<file path="src/rtl/pulse_decoder_pkg.sv">
// Shared types and helpers for the burst-length pulse decoder.
package pulse_decoder_pkg;

  typedef enum logic [1:0] {
    IDLE,
    HIGH,
    LOW,
    WAIT_LOW
  } state_t;

  localparam int MAX_COUNT = 9;
  localparam int CODE_W    = 9;

  // Pulse counter saturates one past the largest legal burst to flag overflow.
  localparam logic [3:0] CNT_SAT = 4'(MAX_COUNT + 1);

  // Length N maps to bit (CODE_W - N): 1 -> MSB, 9 -> LSB; anything else -> 0.
  function automatic logic [CODE_W-1:0] num_to_code(input logic [3:0] n);
    logic [CODE_W-1:0] c;
    c = '0;
    if (n >= 4'd1 && n <= 4'(MAX_COUNT)) begin
      c = 9'h100 >> (n - 4'd1);
    end
    return c;
  endfunction

endpackage

</file>
<file path="src/rtl/pulse_decoder_sync.sv">
// Two-flop synchronizer for the pulse line with rise/fall strobes on the synchronized level.
module pulse_decoder_sync (
  input  logic clk,
  input  logic _rst,
  input  logic in,
  output logic level,
  output logic rise,
  output logic fall
);

  logic meta_reg;
  logic sync_reg;
  logic prev_reg;

  // Flops clear to "high" so a line already high at reset release is not
  // mistaken for a rising edge; a low line then only produces a harmless fall.
  always_ff @(posedge clk or negedge _rst) begin
    if (!_rst) begin
      meta_reg <= 1'b1;
      sync_reg <= 1'b1;
      prev_reg <= 1'b1;
    end else begin
      meta_reg <= in;
      sync_reg <= meta_reg;
      prev_reg <= sync_reg;
    end
  end

  assign level = sync_reg;
  assign rise  = sync_reg & ~prev_reg;
  assign fall  = ~sync_reg & prev_reg;

endmodule

</file>
<file path="src/rtl/pulse_decoder.sv">
// Recovers burst length 1..9 from a pulse train; optional short-pulse rejection
// is enabled by defining PULSE_DECODER_GLITCH_FILTER_EN.
module pulse_decoder
  import pulse_decoder_pkg::*;
#(
  parameter int DIV      = 10000000,
  parameter int GAP      = 3,
  parameter int MAX_HIGH = 4,
  parameter int MIN_HIGH = 1
) (
  input  logic              clk,
  input  logic              _rst,
  input  logic              in,
  output logic [3:0]        num,
  output logic [CODE_W-1:0] code,
  output logic              valid,
  output logic              err,
  output logic              busy
);

  localparam int PW     = (DIV > 1) ? $clog2(DIV) : 1;
  localparam int HT_MAX = (MAX_HIGH > MIN_HIGH) ? MAX_HIGH : MIN_HIGH;
  localparam int HW     = $clog2(HT_MAX + 1);
  localparam int GW     = $clog2(GAP + 1);

  localparam logic [PW-1:0] PRE_LAST = PW'(DIV - 1);
  localparam logic [HW-1:0] MAX_V    = HW'(MAX_HIGH);
  localparam logic [GW-1:0] GAP_V    = GW'(GAP);

  logic level;
  logic rise;
  logic fall;

  pulse_decoder_sync u_sync (
    .clk  (clk),
    ._rst (_rst),
    .in   (in),
    .level(level),
    .rise (rise),
    .fall (fall)
  );

  logic [PW-1:0] pre_reg;
  logic          tick;

  assign tick = (pre_reg == PRE_LAST);

  always_ff @(posedge clk or negedge _rst) begin
    if (!_rst) begin
      pre_reg <= '0;
    end else begin
      pre_reg <= tick ? '0 : pre_reg + 1'b1;
    end
  end

  state_t            state_reg;
  logic [3:0]        cnt_reg;
  logic [HW-1:0]     hticks_reg;
  logic [GW-1:0]     gticks_reg;
  logic [3:0]        num_reg;
  logic [CODE_W-1:0] code_reg;
  logic              valid_reg;
  logic              err_reg;

  logic [3:0]    cnt_inc;
  logic [HW-1:0] hticks_inc;
  logic [GW-1:0] gticks_inc;

  assign cnt_inc    = (cnt_reg == CNT_SAT) ? CNT_SAT : cnt_reg + 4'd1;
  assign hticks_inc = (hticks_reg == '1) ? hticks_reg : hticks_reg + 1'b1;
  assign gticks_inc = (gticks_reg == '1) ? gticks_reg : gticks_reg + 1'b1;

`ifdef PULSE_DECODER_GLITCH_FILTER_EN
  localparam logic [HW-1:0] MIN_V = HW'(MIN_HIGH);
  // Credit a tick landing on the falling edge so a full-width pulse is never
  // rejected purely because of tick phase.
  logic [HW-1:0] hticks_eff;
  logic          pulse_ok;
  assign hticks_eff = tick ? hticks_inc : hticks_reg;
  assign pulse_ok   = (hticks_eff >= MIN_V);
`endif

  always_ff @(posedge clk or negedge _rst) begin
    if (!_rst) begin
      state_reg  <= IDLE;
      cnt_reg    <= '0;
      hticks_reg <= '0;
      gticks_reg <= '0;
      num_reg    <= '0;
      code_reg   <= '0;
      valid_reg  <= 1'b0;
      err_reg    <= 1'b0;
    end else begin
      valid_reg <= 1'b0;
      err_reg   <= 1'b0;
      case (state_reg)
        IDLE: begin
          if (rise) begin
            state_reg  <= HIGH;
            cnt_reg    <= '0;
            hticks_reg <= '0;
          end
        end
        HIGH: begin
          // A fall beats a simultaneous MAX_HIGH tick.
          if (fall) begin
`ifdef PULSE_DECODER_GLITCH_FILTER_EN
            if (pulse_ok) begin
              cnt_reg    <= cnt_inc;
              state_reg  <= LOW;
              gticks_reg <= '0;
            end else if (cnt_reg == 4'd0) begin
              state_reg <= IDLE;
            end else begin
              state_reg  <= LOW;
              gticks_reg <= '0;
            end
`else
            cnt_reg    <= cnt_inc;
            state_reg  <= LOW;
            gticks_reg <= '0;
`endif
          end else if (tick) begin
            hticks_reg <= hticks_inc;
            if (hticks_inc >= MAX_V) begin
              err_reg   <= 1'b1;
              state_reg <= WAIT_LOW;
            end
          end
        end
        LOW: begin
          // Gap termination wins over a coincident rise; that rise is dropped.
          if (tick && (gticks_inc >= GAP_V)) begin
            if (cnt_reg <= 4'(MAX_COUNT)) begin
              num_reg   <= cnt_reg;
              code_reg  <= num_to_code(cnt_reg);
              valid_reg <= 1'b1;
            end else begin
              err_reg <= 1'b1;
            end
            state_reg <= IDLE;
          end else begin
            if (tick) begin
              gticks_reg <= gticks_inc;
            end
            if (rise) begin
              state_reg  <= HIGH;
              hticks_reg <= '0;
            end
          end
        end
        WAIT_LOW: begin
          if (!level) begin
            state_reg <= IDLE;
          end
        end
        default: state_reg <= IDLE;
      endcase
    end
  end

  assign num   = num_reg;
  assign code  = code_reg;
  assign valid = valid_reg;
  assign err   = err_reg;
  assign busy  = (state_reg != IDLE);

endmodule

</file>
<file path="config.mk">
export PLATFORM = sky130hd
export DESIGN_NAME = pulse_decoder
export DESIGN_NICKNAME = d
export VERILOG_FILES = /design/src/rtl/pulse_decoder_pkg.sv /design/src/rtl/pulse_decoder_sync.sv /design/src/rtl/pulse_decoder.sv
export SDC_FILE = /design/constraint.sdc
export NUM_CORES = 1
export LEC_CHECK = 0
export BUFFER_PORTS_ARGS = -buffer_cell sky130_fd_sc_hd__buf_4
export CAP_MARGIN = 20
export CORE_AREA = 2 2 88 90
export CTS_CLUSTER_DIAMETER = 60
export CTS_CLUSTER_SIZE = 20
export DETAILED_ROUTE_END_ITERATION = 10
export DIE_AREA = 0 0 90 92
export PLACE_DENSITY_LB_ADDON = 0.25
export SYNTH_ARGS = -nofsm -noshare
export SYNTH_HDL_FRONTEND = slang
export SYNTH_SLANG_ARGS = --single-unit
</file>
<file path="constraint.sdc">
create_clock -name clk -period 4.98 [get_ports clk]
set_input_delay 0.498 -clock clk [delete_from_list [all_inputs] [get_ports clk]]
set_output_delay 0.498 -clock clk [all_outputs]
set_load 0.05 [all_outputs]
</file>
==> results of run 1 <==
## logic make-up (layout without fill, tap and decap cells)
logic type / Yosys count / after routing
xor gates and xnor gates: 21 / 21
muxes: 9 / 9
DFF: 53 / 53
adders and majority gates: 14 / 14
AOI/OAI and AO/OA: 44 / 44
and+or+nand+nor: 119 / 119
buffers and inverters: 25 / 42
## worst reg2reg max path, delay by kind of cell (launching register included)
kind / cells / cell delay [ns]
DFF: 1 / 0.45
and+or+nand+nor: 4 / 1.64
muxes: 1 / 0.38
## layer usage
metal | routed length (um) | share of wire
met3 | 173 | 0.030
met2 | 2640 | 0.46
met5 | 0 | 0
met4 | 126 | 0.022
met1 | 2800 | 0.49
## cells in the mapped netlist (all sizes together) (3+ instances only)
cell type | count | area [um^2]
nand3 | 15 | 92.6
nand2 | 26 | 97.6
and3 | 6 | 37.5
ha | 14 | 175
and4 | 3 | 26.3
o21ai | 8 | 40.0
mux2i | 3 | 30.0
dfstp | 3 | 78.8
nor4 | 6 | 50.0
inv | 16 | 60.1
a31oi | 6 | 37.5
xor2 | 8 | 70.1
clkbuf | 6 | 22.5
nand2b | 4 | 25.0
o22ai | 3 | 18.8
dfrtp | 50 | 1250
xnor2 | 13 | 114
a21oi | 3 | 15.0
nand4 | 8 | 50.1
buf | 3 | 21.3
and2 | 3 | 18.8
nor3 | 5 | 25.0
mux2 | 6 | 90.1
nor2b | 4 | 25.0
nor2 | 26 | 105
a21o | 4 | 30.0
## cells in the final DEF (no fill, tap or decap), types with 4 or more instances in the layout
cell type  synthesis  layout
dfrtp_1           50      50
nand2_1           26      26
nor2_1            25      25
buf_4              0      18
inv_1             16      16
ha_1              14      14
nand3_1           13      13
xnor2_1           13      13
nand4_1            8       8
xor2_1             8       8
and3_1             6       6
o21ai_0            6       6
mux2_4             6       6
a31oi_1            6       6
clkbuf_8           0       6
nor3_1             5       5
nand2b_1           4       4
nor4_1             4       4
nor2b_1            4       4
a21o_1             4       4
## cell type report
cell class,count,area [um^2],area share
Inverter,16,60.1,0.0186
Clock buffer,7,86.3,0.0268
Clock inverter,1,30.0,0.00931
Tap cell,102,128,0.0396
Sequential cell,53,1330,0.412
Timing Repair Buffer,18,135,0.0419
Multi-Input combinational cell,207,1460,0.451
## final timing paths
path / start / endpoint / slack [ns] / cells past startpoint
min in group clk: in / u_sync.meta_reg / 0.30 / 1
hold reg to reg: u_sync.meta_reg / u_sync.level / 0.37 / 0
setup / recovery: pre_reg[8] / num[1] / 2.42 / 5
max in group asynchronous: _rst / pre_reg[10] / 4.31 / 1
setup reg to reg: pre_reg[8] / num[1] / 2.42 / 5
hold / removal: _rst / code[6] / 0.22 / 1
## where the power goes
| group | internal, mW | switching [mW] | leakage, nW |
|---|---|---|---|
| Combinational | 0.136 | 0.210 | 0.764 |
| Sequential | 0.452 | 0.0453 | 0.707 |
| Clock | 0.164 | 0.141 | 0.0585 |
==> flow_metrics.env, run 1 <==
export IMPL_synth_edff_count=0
export IMPL_setup_ws_ns=2.42
export IMPL_path_buf_inv=0
export IMPL_synth_area_mm2=0.00289
export IMPL_place_area_mm2=0.00311
export IMPL_cpLargestDelayFamily="simple AND/OR/NAND/NOR gates"
export IMPL_tns_ns=0
export IMPL_drt_iter0_drc=127
export IMPL_stdcell_area_mm2=0.00322
export IMPL_period_minus_slack_ns=2.56
export IMPL_ctsHoldBuffers=0
export IMPL_vias=2113
export IMPL_busiest_layer="met2"
export IMPL_crit_path_max_fanout=18
export IMPL_synth_warnings=0
export IMPL_pre_cts_slack_ns=2.40
export IMPL_die_h_um=92
export IMPL_largest_reg_flops=24
export IMPL_required_ns=5.18
export IMPL_fin_util=0.433
export IMPL_slew_viol_final=0
export IMPL_path_cells="or3b_1 > nor4_2 > and3_1 > nand3_4 > mux2_4"
export IMPL_diodes=0
export IMPL_synth_compound_area_frac=0.109
export IMPL_synth_top_family_by_area="simple AND/OR/NAND/NOR gates"
export IMPL_dp_hpwl_um=4030
export IMPL_start_kind="flop"
export IMPL_first_global_vias=2055
export IMPL_start_util=0.388
export IMPL_final_period_utilization=0.514
export IMPL_hold_class="in -> async"
export IMPL_grt_met2_usage=0.234
export IMPL_drive_above_1_share=0.139
export IMPL_synth_avg_cell_area_um2=10.1
export IMPL_final_hold_viol_count=0
export IMPL_synthCells=285
export IMPL_endpoint_kind="flop"
export IMPL_cpPeakStageDelay_ns=0.72
export IMPL_drcViolationCount=0
export IMPL_port_buffers=18
export IMPL_grt_start_max_net_pins=54
export IMPL_wl_per_cell_um=14.2
export IMPL_synth_distinct_cells=56
export IMPL_p_leak_nw=1.53
export IMPL_grt_use_met3=0.0263
export IMPL_layout_cells_non_filler=404
export IMPL_use_met1=0.203
export IMPL_cts_setup_buffers=0
export IMPL_finalPower_mw=1.15
export IMPL_clock_latency_ns=0.31
export IMPL_root_buffer="clkbuf_8"
export IMPL_fillers=742
export IMPL_die_area_mm2=0.00828
export IMPL_clock_fmax_mhz=391
export IMPL_synth_nets=302
export IMPL_synth_xor_area_frac=0.0637
export IMPL_io_pins=19
export IMPL_clkSlewWorstSetupHoldPaths_ns=0.10
export IMPL_syn_to_final_growth_pct=11.6
export IMPL_core_mm2=0.00745
export IMPL_die_x_um=90
export IMPL_ys_seq_area_frac=0.460
export IMPL_synth_seq_cells=53
export IMPL_grt_overflow_total=0
export IMPL_cts_tree="yes"
export IMPL_arrival_ns=2.76
export IMPL_finalSetupViolCount=0
export IMPL_cts_buffer_depth=2
export IMPL_powerDensity_mw_per_mm2=356
export IMPL_drt_wl_total_um=5730
export IMPL_skew_ns=0.0132
export IMPL_row_count=32
export IMPL_placed_cells=396
export IMPL_synth_fa_ha_area_frac=0.0606
export IMPL_routed_via_density=5.23
export IMPL_nets=318
export IMPL_rsz0062_at_grt="no"
export IMPL_htree_levels=2
export IMPL_firstDrtPassIters=4
export IMPL_status="completed"
export IMPL_synthSimpleGateAreaFrac=0.229
export IMPL_ys_async_sr_fraction=1.00
export IMPL_synth_ff_type="dfrtp_1"
export IMPL_grt_pass1_wl_um=9970
export IMPL_worst_path_max_delay_cell="and3_1"
export IMPL_grt_usage=0.148
export IMPL_holdWs_ns=0.223
export IMPL_worst_pin_slew_ns=0.792
export IMPL_worstSetupPathType="reg -> reg"
export IMPL_synth_mux_area_frac=0.0416
export IMPL_gp_congestion=0.832
export IMPL_drv_cap=0
export IMPL_antenna_found_initial=0
export IMPL_clkSinkCount=53
export IMPL_cts_buffers=5
export IMPL_peakVddDrop_uv=132
export IMPL_ctsResizeCount=0
export IMPL_worst_slew_margin_rel=0.458
export IMPL_ant_nets=0
No activity file was read; power rests on OpenSTA's default activity.
==> run 2, diff against run 1 <==
==> constraint.sdc (replaced) <==
create_clock -name clk -period 2.23 [get_ports clk]
set_input_delay 0.223 -clock clk [delete_from_list [all_inputs] [get_ports clk]]
set_output_delay 0.223 -clock clk [all_outputs]
set_load 0.05 [all_outputs]
==> flow_metrics.env, run 2 (synthesis gave the netlist of run 1 again) <==
export IMPL_status="completed"
export IMPL_endpoint_kind="flop"
export IMPL_tns_ns=0
export IMPL_drive_above_1_share=0.191
export IMPL_port_buffers=18
export IMPL_worst_slew_margin_rel=0.554
export IMPL_wl_per_cell_um=14.0
export IMPL_skew_ns=0.0166
export IMPL_peakVddDrop_uv=282
export IMPL_antenna_found_initial=0
export IMPL_gp_congestion=0.811
export IMPL_first_global_vias=2106
export IMPL_firstDrtPassIters=4
export IMPL_grt_pass1_wl_um=10100
export IMPL_setup_ws_ns=0.110
export IMPL_largest_reg_flops=24
export IMPL_rsz0062_at_grt="no"
export IMPL_die_h_um=92
export IMPL_crit_path_max_fanout=9
export IMPL_cts_buffers=5
export IMPL_reg2reg_slack_ns=0.11
export IMPL_diodes=0
export IMPL_fillers=716
export IMPL_worst_pin_slew_ns=0.670
export IMPL_nets=336
export IMPL_crit_start="pre_reg[7]"
export IMPL_final_common_cell="dfrtp_1"
export IMPL_pwr_share_clk=0.212
export IMPL_pre_cts_slack_ns=0.113
export IMPL_final_hold_viol_count=0
export IMPL_grt_overflow_total=0
export IMPL_root_buffer="clkbuf_8"
export IMPL_slew_viol_final=0
export IMPL_final_cell_mix="dfrtp_1 (50), buf_4 (35), nand2_1 (26)"
export IMPL_row_count=32
export IMPL_drt_wl_total_um=5930
export IMPL_cts_buffer_depth=2
export IMPL_finalPower_mw=2.51
export IMPL_powerDensity_mw_per_mm2=751
export IMPL_drcViolationCount=0
export IMPL_cts_setup_buffers=0
export IMPL_hold_class="in -> reg"
export IMPL_ant_nets=0
export IMPL_core_mm2=0.00745
export IMPL_clock_fmax_mhz=472
export IMPL_grt_usage=0.151
export IMPL_required_ns=2.41
export IMPL_arrival_ns=2.30
export IMPL_power_switching_uw=905
export IMPL_htree_levels=2
export IMPL_reg2reg_depth=6
export IMPL_drt_iter0_drc=107
export IMPL_final_period_utilization=0.951
export IMPL_dp_hpwl_um=4210
export IMPL_drv_cap=0
export IMPL_pwr_share_seq=0.422
export IMPL_r2r_start="pre_reg[7]"
export IMPL_p_leak_nw=1.60
export IMPL_layout_cells_non_filler=422
export IMPL_clkSinkCount=53
export IMPL_stdcell_area_mm2=0.00334
export IMPL_period_minus_slack_ns=2.12
export IMPL_r2r_end="state_reg[1]"
export IMPL_clkSlewWorstSetupHoldPaths_ns=0.10
export IMPL_combPwrFrac=0.366
export IMPL_start_kind="flop"
export IMPL_die_x_um=90
export IMPL_start_util=0.388
export IMPL_cts_tree="yes"
export IMPL_die_area_mm2=0.00828
export IMPL_finalSetupViolCount=0
export IMPL_grt_start_max_net_pins=54
export IMPL_cp_endpoint="state_reg[1]"
export IMPL_placed_cells=413
export IMPL_routed_via_density=5.04
export IMPL_intPower_mw=1.60
export IMPL_swShare=0.361
export IMPL_io_pins=19
export IMPL_worstSetupPathType="reg -> reg"
export IMPL_place_area_mm2=0.00324
export IMPL_clock_latency_ns=0.31
export IMPL_vias=2128
export IMPL_syn_to_final_growth_pct=15.6
==> run 2: cell types whose count changed in the layout (fill, tap and decap cells not counted), sizes merged <==
cell / delta
buf: +17
bufinv: -1
clkinv: +1
dlygate4sd3: +1
==> run 2: critical path, cell delays in order (launching register included) <==
cell and delay [ns]:
dfrtp_1 0.43, or2_2 0.31, nor4_2 0.36, and3_2 0.31, buf_4 0.19, a31oi_1 0.11, a211o_1 0.28
==> run 2: stage by stage <==
stage	utilization	hold slack [ns]
finish	0.448	0.0320
global route	0.448	0.0117
CTS	0.447	0.0174
detailed placement	0.434	0.306
global placement	0.434	0.305
floorplan	-	-0.0726
==> run 2: repair_timing <==
| action | 4_1_cts | 5_1_grt |
|---|---|---|
| hold endpoints to repair | 50 | 0 |
| endpoints found under the setup margin | 0 | 2 |
| gates resized for setup | 0 | 3 |
| hold buffers | 1 | 0 |
==> run 2: layout make-up <==
cell class	count	area [um^2]	share of cell area
clock inverters	1	5.00	0.00150
well taps	102	128	0.0382
multi-input cells	207	1470	0.439
inverters	16	60.1	0.0180
clock buffers	7	76.3	0.0229
flip-flops and latches	53	1330	0.398
repair buffers	36	273	0.0817
==> run 2: worst min-delay path by stage <==
stage | startpoint | endpoint | slack [ns] | cells after the start
CTS | in | u_sync.meta_reg | 0.02 | 1
floorplan | _rst | cnt_reg[0] | -0.07 | 0
global placement | _rst | code[5] | 0.31 | 1
finish | in | u_sync.meta_reg | 0.03 | 1
global route | in | u_sync.meta_reg | 0.01 | 1
detailed placement | _rst | num[0] | 0.31 | 1
==> run 2: power by group through the flow <==
stage	Clock, mW	Combinational (mW)	Sequential (mW)
final	0.532	0.917	1.06
after global routing	0.597	1.04	1.07
after CTS	0.547	0.917	1.06
after detailed placement	0	0.909	1.08
after global placement	0	0.902	1.08
after floorplan	0	0.596	1.10
==> run 2: per-layer routing <==
layer / track usage / vias to the layer above / share of wire
met5: 0 / - / 0
li1: - / 1076 / -
met2: 0.257 / 30 / 0.47
met3: 0.0255 / 5 / 0.026
met1: 0.200 / 1017 / 0.50
met4: 0.0410 / 0 / 0.0093
==> run 3, diff against run 2 <==
--- a/config.mk
+++ b/config.mk
@@ -12,7 +12,8 @@
 export CTS_CLUSTER_SIZE = 20
 export DETAILED_ROUTE_END_ITERATION = 10
 export DIE_AREA = 0 0 90 92
-export PLACE_DENSITY_LB_ADDON = 0.25
+export PLACE_DENSITY = 0.68
 export SYNTH_ARGS = -nofsm -noshare
 export SYNTH_HDL_FRONTEND = slang
+export SYNTH_HIERARCHICAL = 1
 export SYNTH_SLANG_ARGS = --single-unit
==> flow_metrics.env, run 3 <==
export IMPL_wl_per_cell_um=13.9
export IMPL_row_count=32
export IMPL_synth_top_cell_area_share=0.441
export IMPL_peakVddDrop_uv=342
export IMPL_io_pins=19
export IMPL_finalSetupViolCount=0
export IMPL_worstSetupPathType="reg -> reg"
export IMPL_drt_iter0_drc=130
export IMPL_dp_hpwl_um=4090
export IMPL_netlist_top_cells_count="dfrtp_1 (50), nand2_1 (26), nor2_1 (21), o21ai_0 (17), nand3_1 (16)"
export IMPL_largest_reg_flops=24
export IMPL_busiest_layer="met2"
export IMPL_slew_viol_final=0
export IMPL_gp_congestion=0.786
export IMPL_arrival_ns=2.34
export IMPL_grt_overflow_total=0
export IMPL_crit_start="pre_reg[17]"
export IMPL_syn_to_final_growth_pct=18.0
export IMPL_ant_nets=0
export IMPL_root_buffer="clkbuf_8"
export IMPL_hold_class="reg -> reg"
export IMPL_synth_edff_count=0
export IMPL_worst_slew_margin_rel=0.548
export IMPL_synth_most_common_cell="dfrtp_1"
export IMPL_synth_area_mm2=0.00284
export IMPL_worst_pin_slew_ns=0.678
export IMPL_period_minus_slack_ns=2.14
export IMPL_firstDrtPassIters=4
export IMPL_core_mm2=0.00745
export IMPL_clock_latency_ns=0.31
export IMPL_yosys_area_top_type="dfrtp_1"
export IMPL_seq_area_mm2=0.00133
export IMPL_ys_async_sr_fraction=1.00
export IMPL_grt_usage=0.147
export IMPL_die_area_mm2=0.00828
export IMPL_synth_distinct_cells=50
export IMPL_use_met1=0.212
export IMPL_grt_met2_usage=0.226
export IMPL_grt_start_max_net_pins=54
export IMPL_fillers=732
export IMPL_clkSlewWorstSetupHoldPaths_ns=0.10
export IMPL_cts_buffer_depth=2
export IMPL_required_ns=2.43
export IMPL_p_leak_nw=1.48
export IMPL_synthCells=283
export IMPL_final_cell_mix="dfrtp_1 (48), buf_4 (34), nand2_1 (26)"
export IMPL_powerDensity_mw_per_mm2=759
export IMPL_cpPeakStageDelay_ns=0.54
export IMPL_grt_use_met3=0.0296
export IMPL_vias=2176
export IMPL_rsz0062_at_grt="no"
export IMPL_cts_tree="yes"
export IMPL_stdcell_area_mm2=0.00335
export IMPL_first_global_vias=2092
export IMPL_htree_levels=2
export IMPL_drv_cap=0
export IMPL_drcViolationCount=0
export IMPL_final_common_cell="dfrtp_1"
export IMPL_nets=332
export IMPL_die_x_um=90
export IMPL_start_kind="flop"
export IMPL_cts_buffers=5
export IMPL_yosys_top_cells_area="dfrtp_1 (44%), ha_1 (6.2%), nand2_1 (3.4%)"
export IMPL_final_hold_viol_count=0
export IMPL_synth_warnings=6
export IMPL_final_period_utilization=0.958
export IMPL_crit_path_max_fanout=5
export IMPL_ys_seq_area_frac=0.469
export IMPL_place_area_mm2=0.00316
export IMPL_grt_pass1_wl_um=10000
export IMPL_port_buffers=18
export IMPL_tns_ns=0
export IMPL_path_cells="nor4_4 > nand3_2 > or4_1 > mux2_1 > a22o_1"
export IMPL_endpoint_kind="flop"
export IMPL_holdWs_ns=0.361
export IMPL_synth_nets=300
export IMPL_min_from="u_sync/meta_reg"
export IMPL_clock_fmax_mhz=468
export IMPL_synth_seq_cells=53
export IMPL_synth_avg_cell_area_um2=10.0
export IMPL_start_util=0.381
export IMPL_routed_via_density=5.21
export IMPL_multiInputGateArea_mm2=0.00145
export IMPL_r2r_start="pre_reg[17]"
export IMPL_status="completed"
export IMPL_diodes=0
export IMPL_die_h_um=92
export IMPL_synth_ff_type="dfrtp_1"
export IMPL_drt_wl_total_um=5830
export IMPL_worst_path_max_delay_cell="or4_1"
export IMPL_clkSinkCount=53
export IMPL_drive_above_1_share=0.190
export IMPL_antenna_found_initial=0
export IMPL_skew_ns=0.0125
## run 3: critical path, delay by kind of cell, from the launching register on
family | cells | cell delay, ns
compound gates | 1 | 0.22
flops | 1 | 0.46
mux | 1 | 0.32
simple gates | 3 | 1.02
## run 3: cell families (layout without fill, tap and decap cells)
kind of cell,count (synthesis),in the layout,synth area share
adder cells (fa/ha/maj),14,14,0.0618
buffers and inverters,20,53,0.0265
AO/OA/AOI/OAI,58,58,0.138
flip-flops,53,53,0.469
AND/OR/NAND/NOR,112,112,0.220
XOR/XNOR,18,18,0.0556
multiplexers,8,8,0.0300
## run 3: metrics by stage
stage	worst slack [ns]	instances	power, mW	utilization
3_3_place_gp	0.113	406	1.77	0.425
6_report	0.0925	418	2.54	0.450
5_1_grt	0.00187	418	2.71	0.450
2_1_floorplan	0.188	283	1.59	-
3_5_place_dp	0.0593	406	1.78	0.425
4_1_cts	0.0467	415	2.56	0.444
## run 3: path summary, 6_finish.rpt
check                           endpoint  slack [ns]  cells after the start
setup reg to reg           gticks_reg[0]        0.09                      5
min in group asynchronous    pre_reg[21]        0.50                      2
max in group asynchronous    pre_reg[13]        1.26                      2
hold / removal              u_sync/level        0.36                      0
setup / recovery           gticks_reg[0]        0.09                      5
hold reg to reg             u_sync/level        0.36                      0
## run 3: power breakdown
| group | total [mW] | switching, mW | internal [mW] |
|---|---|---|---|
| Clock | 0.775 | 0.328 | 0.446 |
| Combinational | 0.710 | 0.438 | 0.272 |
| Sequential | 1.06 | 0.0572 | 1.00 |
## run 3: final cells by class
class                   count  share of cell area
inverters                   9              0.0101
clock buffers               5              0.0206
well taps                 102              0.0381
multi-input cells         210               0.432
clock inverters             3              0.0194
flip-flops and latches     53               0.398
repair buffers             36              0.0822
## run 3: timing repair
item,4_1_cts,5_1_grt
setup buffers,0,2
endpoints found under the setup margin,0,1
gates resized for setup,0,4
endpoints found under the hold margin,50,1
hold buffers,1,1
## run 3: metal layers
layer | vias to the layer above | wire (um)
met5 | - | 0
met4 | 0 | 72
met1 | 1047 | 2940
li1 | 1078 | -
met3 | 8 | 182
met2 | 43 | 2630
